`config.mk`:
```
export PLATFORM = sky130hd
export DESIGN_NAME = ofdm_frame_streamer
export DESIGN_NICKNAME = d
export VERILOG_FILES = /design/src/rtl/ofdm_frame_streamer.sv
export SDC_FILE = /design/constraint.sdc
export NUM_CORES = 1
export LEC_CHECK = 0
export ABC_AREA = 1
export ABC_CLOCK_PERIOD_IN_PS = 6200
export BUFFER_PORTS_ARGS = -buffer_cell sky130_fd_sc_hd__buf_2
export CORE_MARGIN = 4
export CORE_UTILIZATION = 40
export CTS_CLUSTER_SIZE = 14
export DETAILED_ROUTE_END_ITERATION = 8
export GPL_TIMING_DRIVEN = 0
export PLACE_DENSITY = 0.52
export SETUP_SLACK_MARGIN = 0.2
export SLEW_MARGIN = 0
export SYNTH_ARGS = -nofsm -noshare
export SYNTH_HDL_FRONTEND = slang
export SYNTH_SLANG_ARGS = --single-unit
```
`constraint.sdc`:
```
create_clock -name clk -period 6.2 [get_ports clk]
set_input_delay 1.24 -clock clk [delete_from_list [all_inputs] [get_ports clk]]
set_output_delay 1.24 -clock clk [all_outputs]
set_load 0.02 [all_outputs]
```
`src/rtl/ofdm_frame_streamer.sv`:
```
// Host-side frame driver for the CWGAN-GP core: streams preloaded degraded/clean frames, captures recon, latches scores.
// Optional watchdog enabled by defining OFDM_STREAMER_TIMEOUT_EN.
//
// state     | meaning
// IDLE      | host may load buffers; waits for kick
// START     | one-cycle core_start pulse
// STREAM    | degraded (and clean in training) frames sent to the core
// WAIT_DONE | frames sent; waits for core_done
// COMPLETE  | one-cycle done pulse
module ofdm_frame_streamer #(
  parameter int DATA_WIDTH     = 16,
  parameter int FRAME_LEN      = 16,
  parameter int IN_CH          = 2,
  parameter int TIMEOUT_CYCLES = 4096,
  localparam int N  = IN_CH * FRAME_LEN,
  localparam int AW = $clog2(N)
) (
  input  logic                  clk,
  input  logic                  rst_n,
  input  logic                  wr_en,
  input  logic                  wr_buf,
  input  logic [AW-1:0]         wr_addr,
  input  logic [DATA_WIDTH-1:0] wr_data,
  input  logic [AW-1:0]         rd_addr,
  output logic [DATA_WIDTH-1:0] rd_data,
  input  logic                  kick,
  input  logic                  kick_mode,
  output logic                  busy,
  output logic                  done,
  output logic                  err,
  output logic [AW:0]           recon_count,
  output logic [DATA_WIDTH-1:0] score_real_o,
  output logic                  score_real_vld_o,
  output logic [DATA_WIDTH-1:0] score_fake_o,
  output logic                  score_fake_vld_o,
  output logic                  core_start,
  output logic                  core_mode,
  input  logic                  core_busy,
  input  logic                  core_done,
  output logic [DATA_WIDTH-1:0] deg_data,
  output logic                  deg_valid,
  input  logic                  deg_ready,
  output logic [DATA_WIDTH-1:0] clean_data,
  output logic                  clean_valid,
  input  logic                  clean_ready,
  input  logic [DATA_WIDTH-1:0] recon_data,
  input  logic                  recon_valid,
  output logic                  recon_ready,
  input  logic [DATA_WIDTH-1:0] score_real,
  input  logic                  score_real_valid,
  input  logic [DATA_WIDTH-1:0] score_fake,
  input  logic                  score_fake_valid
);

  localparam logic [2:0] S_IDLE     = 3'd0;
  localparam logic [2:0] S_START    = 3'd1;
  localparam logic [2:0] S_STREAM   = 3'd2;
  localparam logic [2:0] S_WAIT     = 3'd3;
  localparam logic [2:0] S_COMPLETE = 3'd4;

  localparam logic [AW:0] N_W = (AW + 1)'(N);

  logic [2:0]            state, state_nxt;
  logic [DATA_WIDTH-1:0] deg_mem   [N];
  logic [DATA_WIDTH-1:0] clean_mem [N];
  logic [DATA_WIDTH-1:0] res_mem   [N];
  logic [AW:0]           deg_idx, clean_idx;
  logic                  kick_go, stream_end, rec_hs, rec_full;
  logic                  wd_expire;

  // core_busy is informational only; this block keys purely on core_done.
  logic unused_core_busy;
  assign unused_core_busy = core_busy;

  assign kick_go     = (state == S_IDLE) && kick;
  assign busy        = (state != S_IDLE);
  assign done        = (state == S_COMPLETE);
  assign core_start  = (state == S_START);
  assign recon_ready = (state == S_STREAM) || (state == S_WAIT);
  assign deg_valid   = (state == S_STREAM) && (deg_idx != N_W);
  assign clean_valid = (state == S_STREAM) && core_mode && (clean_idx != N_W);
  assign deg_data    = deg_valid   ? deg_mem[deg_idx[AW-1:0]]     : '0;
  assign clean_data  = clean_valid ? clean_mem[clean_idx[AW-1:0]] : '0;
  assign stream_end  = (deg_idx == N_W) && (!core_mode || (clean_idx == N_W));
  assign rec_hs      = recon_valid && recon_ready;
  assign rec_full    = (recon_count == N_W);

`ifdef OFDM_STREAMER_TIMEOUT_EN
  localparam int WD_W = $clog2(TIMEOUT_CYCLES + 1);
  logic [WD_W-1:0] wd_cnt;

  // Down-counter loaded on kick; expires on the TIMEOUT_CYCLES-th STREAM/WAIT_DONE cycle.
  always_ff @(posedge clk or negedge rst_n) begin
    if (!rst_n) begin
      wd_cnt <= '0;
    end else if (kick_go) begin
      wd_cnt <= WD_W'(TIMEOUT_CYCLES - 1);
    end else if (((state == S_STREAM) || (state == S_WAIT)) && (wd_cnt != '0)) begin
      wd_cnt <= wd_cnt - 1'b1;
    end
  end

  assign wd_expire = ((state == S_STREAM) || (state == S_WAIT)) && (wd_cnt == '0);
`else
  localparam int timeout_unused = TIMEOUT_CYCLES;
  assign wd_expire = 1'b0;
`endif

  always_comb begin
    state_nxt = state;
    case (state)
      S_IDLE:     if (kick) state_nxt = S_START;
      S_START:    state_nxt = S_STREAM;
      S_STREAM: begin
        if (core_done)       state_nxt = S_COMPLETE;
        else if (stream_end) state_nxt = S_WAIT;
      end
      S_WAIT:     if (core_done) state_nxt = S_COMPLETE;
      S_COMPLETE: state_nxt = S_IDLE;
      default:    state_nxt = S_IDLE;
    endcase
    if (wd_expire) state_nxt = S_COMPLETE;
  end

  always_ff @(posedge clk or negedge rst_n) begin
    if (!rst_n) begin
      state            <= S_IDLE;
      core_mode        <= 1'b0;
      err              <= 1'b0;
      recon_count      <= '0;
      deg_idx          <= '0;
      clean_idx        <= '0;
      score_real_o     <= '0;
      score_real_vld_o <= 1'b0;
      score_fake_o     <= '0;
      score_fake_vld_o <= 1'b0;
    end else begin
      state <= state_nxt;
      if (kick_go) begin
        core_mode        <= kick_mode;
        err              <= 1'b0;
        recon_count      <= '0;
        deg_idx          <= '0;
        clean_idx        <= '0;
        score_real_vld_o <= 1'b0;
        score_fake_vld_o <= 1'b0;
      end else begin
        if (deg_valid && deg_ready)     deg_idx   <= deg_idx + 1'b1;
        if (clean_valid && clean_ready) clean_idx <= clean_idx + 1'b1;
        if (rec_hs) begin
          if (rec_full) err <= 1'b1;
          else          recon_count <= recon_count + 1'b1;
        end
        if ((state == S_STREAM) && core_done) err <= 1'b1;
        if (wd_expire) err <= 1'b1;
        if (busy && score_real_valid) begin
          score_real_o     <= score_real;
          score_real_vld_o <= 1'b1;
        end
        if (busy && score_fake_valid) begin
          score_fake_o     <= score_fake;
          score_fake_vld_o <= 1'b1;
        end
      end
    end
  end

  // Buffers are deliberately left out of reset.
  always_ff @(posedge clk) begin
    if (wr_en && (state == S_IDLE)) begin
      if (wr_buf) clean_mem[wr_addr] <= wr_data;
      else        deg_mem[wr_addr]   <= wr_data;
    end
  end

  always_ff @(posedge clk) begin
    if (rec_hs && !rec_full) res_mem[recon_count[AW-1:0]] <= recon_data;
  end

  always_ff @(posedge clk or negedge rst_n) begin
    if (!rst_n) rd_data <= '0;
    else        rd_data <= res_mem[rd_addr];
  end

endmodule

```
# [After elaboration in Yosys (flattened, before gate mapping)]
# Memories as Yosys holds them, arrays and structs flattened. A register that Yosys moved wholly into a read port is not among the register bits.
# Index checks and enable logic that the tools add are counted.
[totals] input_bits=87 n_memories=3 elab_cells=92 output_inout_bits=96 mem_bits_rw=1536 register_bits=57
[mem_list] name="clean_mem" depth=32 word_bits=16 rd=1 rd_ports_with_merged_regs=0 write_ports=1 line="65" source="logic [DATA_WIDTH-1:0] clean_mem [N];"
[mem_list] name="deg_mem" depth=32 word_bits=16 rd=1 rd_ports_with_merged_regs=0 write_ports=1 line="64" source="logic [DATA_WIDTH-1:0] deg_mem [N];"
[mem_list] name="res_mem" depth=32 word_bits=16 rd=1 rd_ports_with_merged_regs=1 write_ports=1 line="66" source="logic [DATA_WIDTH-1:0] res_mem [N];"
[op_classes] eq_ne=13 n_reduce_logical=32 bitwise_logic=1 muxes=30 add_sub_neg=3
[ops] op="$mux 6" n=7
[ops] op="$mux 16" n=2
[ops] op="$add 6x1->6 const B" n=3
[ops] op="$eq 6x6->1 const B" n=3
[ops] op="$mux 1" n=16
[ops] op="$logic_and 1x1->1" n=13
[ops] op="$mux 3" n=4
[ops] op="$ne 6x6->1 const B" n=2
[ops] op="$pmux 3 s4" n=1
[ops] op="$reduce_bool 2->1" n=5
[ops] op="$reduce_bool 3->1" n=3
[ops] op="$reduce_and 2->1" n=4
[ops] op="$eq 3x2->1 const B" n=2
[ops] op="$ne 2x2->1 const B" n=3
[ops] op="$eq 3x1->1 const B" n=1
[ops] op="$eq 3x3->1 const B" n=1
[ops] op="$logic_not 1->1" n=3
[ops] op="$logic_not 3->1" n=1
[ops] op="$ne 3x3->1 const B" n=1
[ops] op="$reduce_and 3->1" n=1
[ops] op="$logic_or 1x1->1" n=2
[ops] op="$not 1->1" n=1

# [Longest topological paths before layout]
[depth] ltp_word=6 mapped_depth=13 depth_no_buf=10

# [Worst setup path after synthesis]
# OpenSTA, ideal clock, no wires.
[synth_path] path_type="register to output" start="register deg_idx[0]" end="output port deg_data[10]" stages_incl_launch_ff=12 arrival_time_ns=1.885 slack_ns=3.075 required_ns=4.960 path_cell_list="dfrtp_1 -> buf_6 -> inv_4 -> buf_4 -> buf_2 -> ha_1 -> nand3_1 -> o21ai_4 -> inv_1 -> buf_2 -> nand2_1 -> nor2_1"
[synth_between] elab_chain_len=3
[synth_rtl] element="start: declaration" line="67" source="logic [AW:0] deg_idx, clean_idx;"
[synth_rtl] element="start signal: assignment" line="148" source="if (deg_valid && deg_ready) deg_idx <= deg_idx + 1'b1;"
[synth_rtl] element="$ne 6x6->1" line="80" source="assign deg_valid = (state == S_STREAM) && (deg_idx != N_W);"
[synth_rtl] element="$logic_and 1x1->1" line="80"
[synth_rtl] element="via deg_valid" line="41" source="output logic deg_valid,"
[synth_rtl] element="$mux 16" line="82" source="assign deg_data = deg_valid ? deg_mem[deg_idx[AW-1:0]] : '0;"
[synth_rtl] element="end: declaration" line="40" source="output logic [DATA_WIDTH-1:0] deg_data,"
# The timed path passes the listed nets, and every way through them passes these cells.

# [Worst setup path after layout]
[layout_path] start="register deg_idx[0]" end="output port deg_data[10]"
[layout_between] elab_chain_len=3
[layout_rtl] element="branches (longest 2 deep; another with $mem_v2 32x16)"
[layout_rtl] element="$mux 16 *" line="82"
# Mark *: on every way between the ends.

==> key figures <==
Finish
  – Commonest non-fill, non-tap cells in the layout: 1,808 x nand2_1, 1,536 x edfxtp_1, 686 x nand3_1
  – Most common cell after layout, fill and taps aside: nand2_1
  – Final Net Count: 6,433
  – Post-route cell area: 77,800 µm²
  – P&R area growth vs syn: 16.6%
  – Filler Cells Inserted: 15,100
  – Layout cells sized above 1: 13.6%
  – Final Instance Count excl. Fillers: 8,681

Place
  – IO buf count: 178
  – Placed cell area: 72,300 µm²
  – Inst Count DP: 8,352
  – RD Place Congestion: between 0.9 and 1
  – Final HPWL DP: between 100,000 and 150,000 µm

GRT
  – Total GRT Usage: around a quarter
  – Vias in the first global route: 42,800
  – Largest net degree at the start of global routing: 65
  – First-pass GRT wire length: roughly 300,000 µm
  – Total gr overflow: 0
  – Initial antenna violation count: 13

STA
  – Post-route setup TNS: 0 ns
  – Slew Limit Headroom: 5.78%
  – Setup-failing EPs final: 0
  – Tmin final: 4.73 ns
  – RSZ-0062 raised after global routing: false
  – Fmax: 0.211 GHz
  – Max-slew violation count: 0
  – Tcrit/Tclk final: 76.3%
  – Worst slew pin tran: 1.41 ns
  – Fin. Hold Viols: 0
  – Clk_skew: between 0.02 and 0.025 ns

Power
  – Pwr Total: 29.8 mW
  – Clk pwr share: 33.9%
  – PwrDens: 383 nW/µm²
  – Switching power: 9.78 mW
  – Peak supply drop: 0.324 mV
  – Cell internal pwr: 20.0 mW
  – Switching part of the total power: about a third
  – Leakage power: 29.8 nW
  – Seq pwr share: 41.2%
  – Comb pwr share: 24.9%

Routing
  – Routed len/inst: 23.8 µm
  – ANT nets after route: 0
  – Total Wirelength: 207,000 µm
  – Via count: 45,100
  – # DRC: 0
  – Iteration-0 DRC Markers: between 5,000 and 6,000
  – Vias per inst: 5.19
  – DRT Pass-1 Iters: 6

Setup path
  – Crit Path Max Fanout: 10
  – CP startpoint kind: flip-flop
  – Crit Path Category: reg -> out
  – CP endpoint kind: primary output
  – Crit path DAT: 3.49 ns
  – WP data required: about 5 ns

Synth
  – Synth Instances: 5,893
  – Synth warn: 0
  – Flops & latches, synth: between 1,500 and 2,000
  – Post-synth cell types: 41
  – Cell Area, Synth: 66,700 µm²
  – Sequential-to-total area share from yosys stat: 71.9%
  – Synthesized area per cell: 11.3 µm²
  – Net Count, Synth: 5,988

Die
  – Total die area: 173,000 µm²
  – Ports: about 180
  – Core ar.: roughly 170,000 µm²
  – Die Y: approximately 420 µm
  – Starting density of the core: between 40% and 50%
  – Cell row count: 149
  – Die width: 416 µm

CTS
  – Clock root cell: clkbuf_16
  – H-tree levels: 4
  – Skew-Pair Late Insertion Delay: 0.80 ns
  – Post-CTS Setup Repair Bufs: 0
  – Cells resized by post-CTS repair: 0
  – # hold bufs at CTS: 0
  – Cts bufs inserted: approximately 170
  – CTS tree: yes
  – Max clock buf depth: 3
  – CTS sink count: 1,609
  – CTS clk-pin slew, worst paths: roughly 0.060 ns

Hold path
  – HP Class: in -> async

Run
  – Max Cap Viol: 0

Status
  – Outcome: finished, final reports clean
## worst paths after layout
kind,from,endpoint,depth (start not counted),slack [ns]
setup / recovery,deg_idx[0]$_DFFE_PN0P_,deg_data[10],12,1.47
hold / removal,rst_n,score_real_o[14]$_DFFE_PN0P_,1,0.44
setup reg to reg,state[2]$_DFFE_PN0P_,res_mem[4][5]$_DFFE_PP_,8,2.76
hold reg to reg,score_fake_o[5]$_DFFE_PN0P_,score_fake_o[5]$_DFFE_PN0P_,1,0.50
max in group asynchronous,rst_n,deg_idx[4]$_DFFE_PN0P_,2,5.08
min in group clk,score_fake_o[5]$_DFFE_PN0P_,score_fake_o[5]$_DFFE_PN0P_,1,0.50
## sequential cells by signal, indices dropped and copies added, names as in the netlist
signal	cells
res_mem	512
score_fake_vld_o	1
score_fake_o	16
score_real_vld_o	1
clean_idx	6
err	1
deg_idx	6
clean_mem	512
rd_data	16
score_real_o	16
core_mode	1
recon_count	6
deg_mem	512
state	3
## worst max-delay path, stage by stage, from the launching register on
cell     delay, ns
dfrtp_1       0.39
buf_6         0.15
inv_4         0.08
buf_4         0.22
buf_2         0.29
ha_1          0.20
nand3_1       0.14
o21ai_4       0.51
inv_1         0.14
buf_2         0.23
nand2_1       0.10
nor2_1        0.07
buf_2         0.16
## cells in the mapped netlist, drive strengths merged
| cell | n | share of area [%] |
|---|---|---|
| o211ai | 45 | 0.51 |
| nand3 | 687 | 5.2 |
| nand3b | 1 | 0.011 |
| a21oi | 136 | 1.0 |
| edfxtp | 1536 | 69 |
| nand2 | 1816 | 10 |
| dfrtp | 73 | 2.7 |
| ha | 8 | 0.15 |
| clkinv | 4 | 0.022 |
| clkbuf | 85 | 0.48 |
| buf | 243 | 2.1 |
| o21ai | 251 | 1.9 |
| nor3 | 20 | 0.17 |
| nor2 | 458 | 2.6 |
| inv | 435 | 2.5 |
| nor3b | 1 | 0.019 |
| nand4 | 5 | 0.047 |
| mux2 | 32 | 0.64 |
| a211oi | 2 | 0.022 |
| o22ai | 35 | 0.33 |
| xor2 | 3 | 0.039 |
| o31ai | 17 | 0.20 |
## final cells by class
| type | instances | area, µm² | share of cell area, % |
|---|---|---|---|
| inverters | 439 | 1660 | 2.13 |
| diodes | 8 | 20.0 | 0.0257 |
| clock buffers | 237 | 4760 | 6.11 |
| well taps | 2189 | 2740 | 3.52 |
| flip-flops and latches | 1609 | 48000 | 61.6 |
| plain buffers | 328 | 1700 | 2.18 |
| multi-input cells | 3517 | 15700 | 20.2 |
| repair buffers | 270 | 2540 | 3.26 |
| clock inverters | 84 | 767 | 0.986 |
## through the flow
stage | utilization [%] | hold slack, ns | setup WS [ns]
floorplan | - | 0.516 | 3.07
global placement | 42.6 | 0.485 | 1.09
detailed placement | 43.7 | 0.488 | 2.06
CTS | 47.0 | 0.410 | 1.39
global route | 47.0 | 0.457 | 1.32
finish | 47.1 | 0.442 | 1.47
## routing by layer
layer,wire length [µm],up-vias,GRT usage (%)
met5,27,-,0
met4,7290,4,8.16
met3,13600,390,3.25
met2,98400,1622,38.4
met1,87400,22100,32.1
li1,-,21000,-
## power groups by stage
| stage | Sequential, mW | Combinational, mW | Clock [mW] |
|---|---|---|---|
| after floorplan | 12.7 | 4.23 | 0 |
| after global placement | 12.5 | 7.33 | 0 |
| after detailed placement | 12.5 | 7.43 | 0 |
| after CTS | 12.3 | 7.46 | 10.3 |
| after global routing | 12.3 | 8.06 | 10.8 |
| final | 12.3 | 7.43 | 10.1 |
## kinds of logic (layout without fill, tap and decap cells)
kind of cell | count (synthesis) | count (layout) | share of synthesized area [%]
adders and majority gates | 8 | 8 | 0.150
muxes | 32 | 32 | 0.641
other | 0 | 8 | 0
DFF | 1609 | 1609 | 71.9
xor gates and xnor gates | 3 | 3 | 0.0394
buffers and inverters | 767 | 1358 | 5.03
AOI/OAI and AO/OA | 486 | 486 | 3.98
and+or+nand+nor | 2988 | 2988 | 18.3
Note: power is estimated with default switching activity, not from simulation.
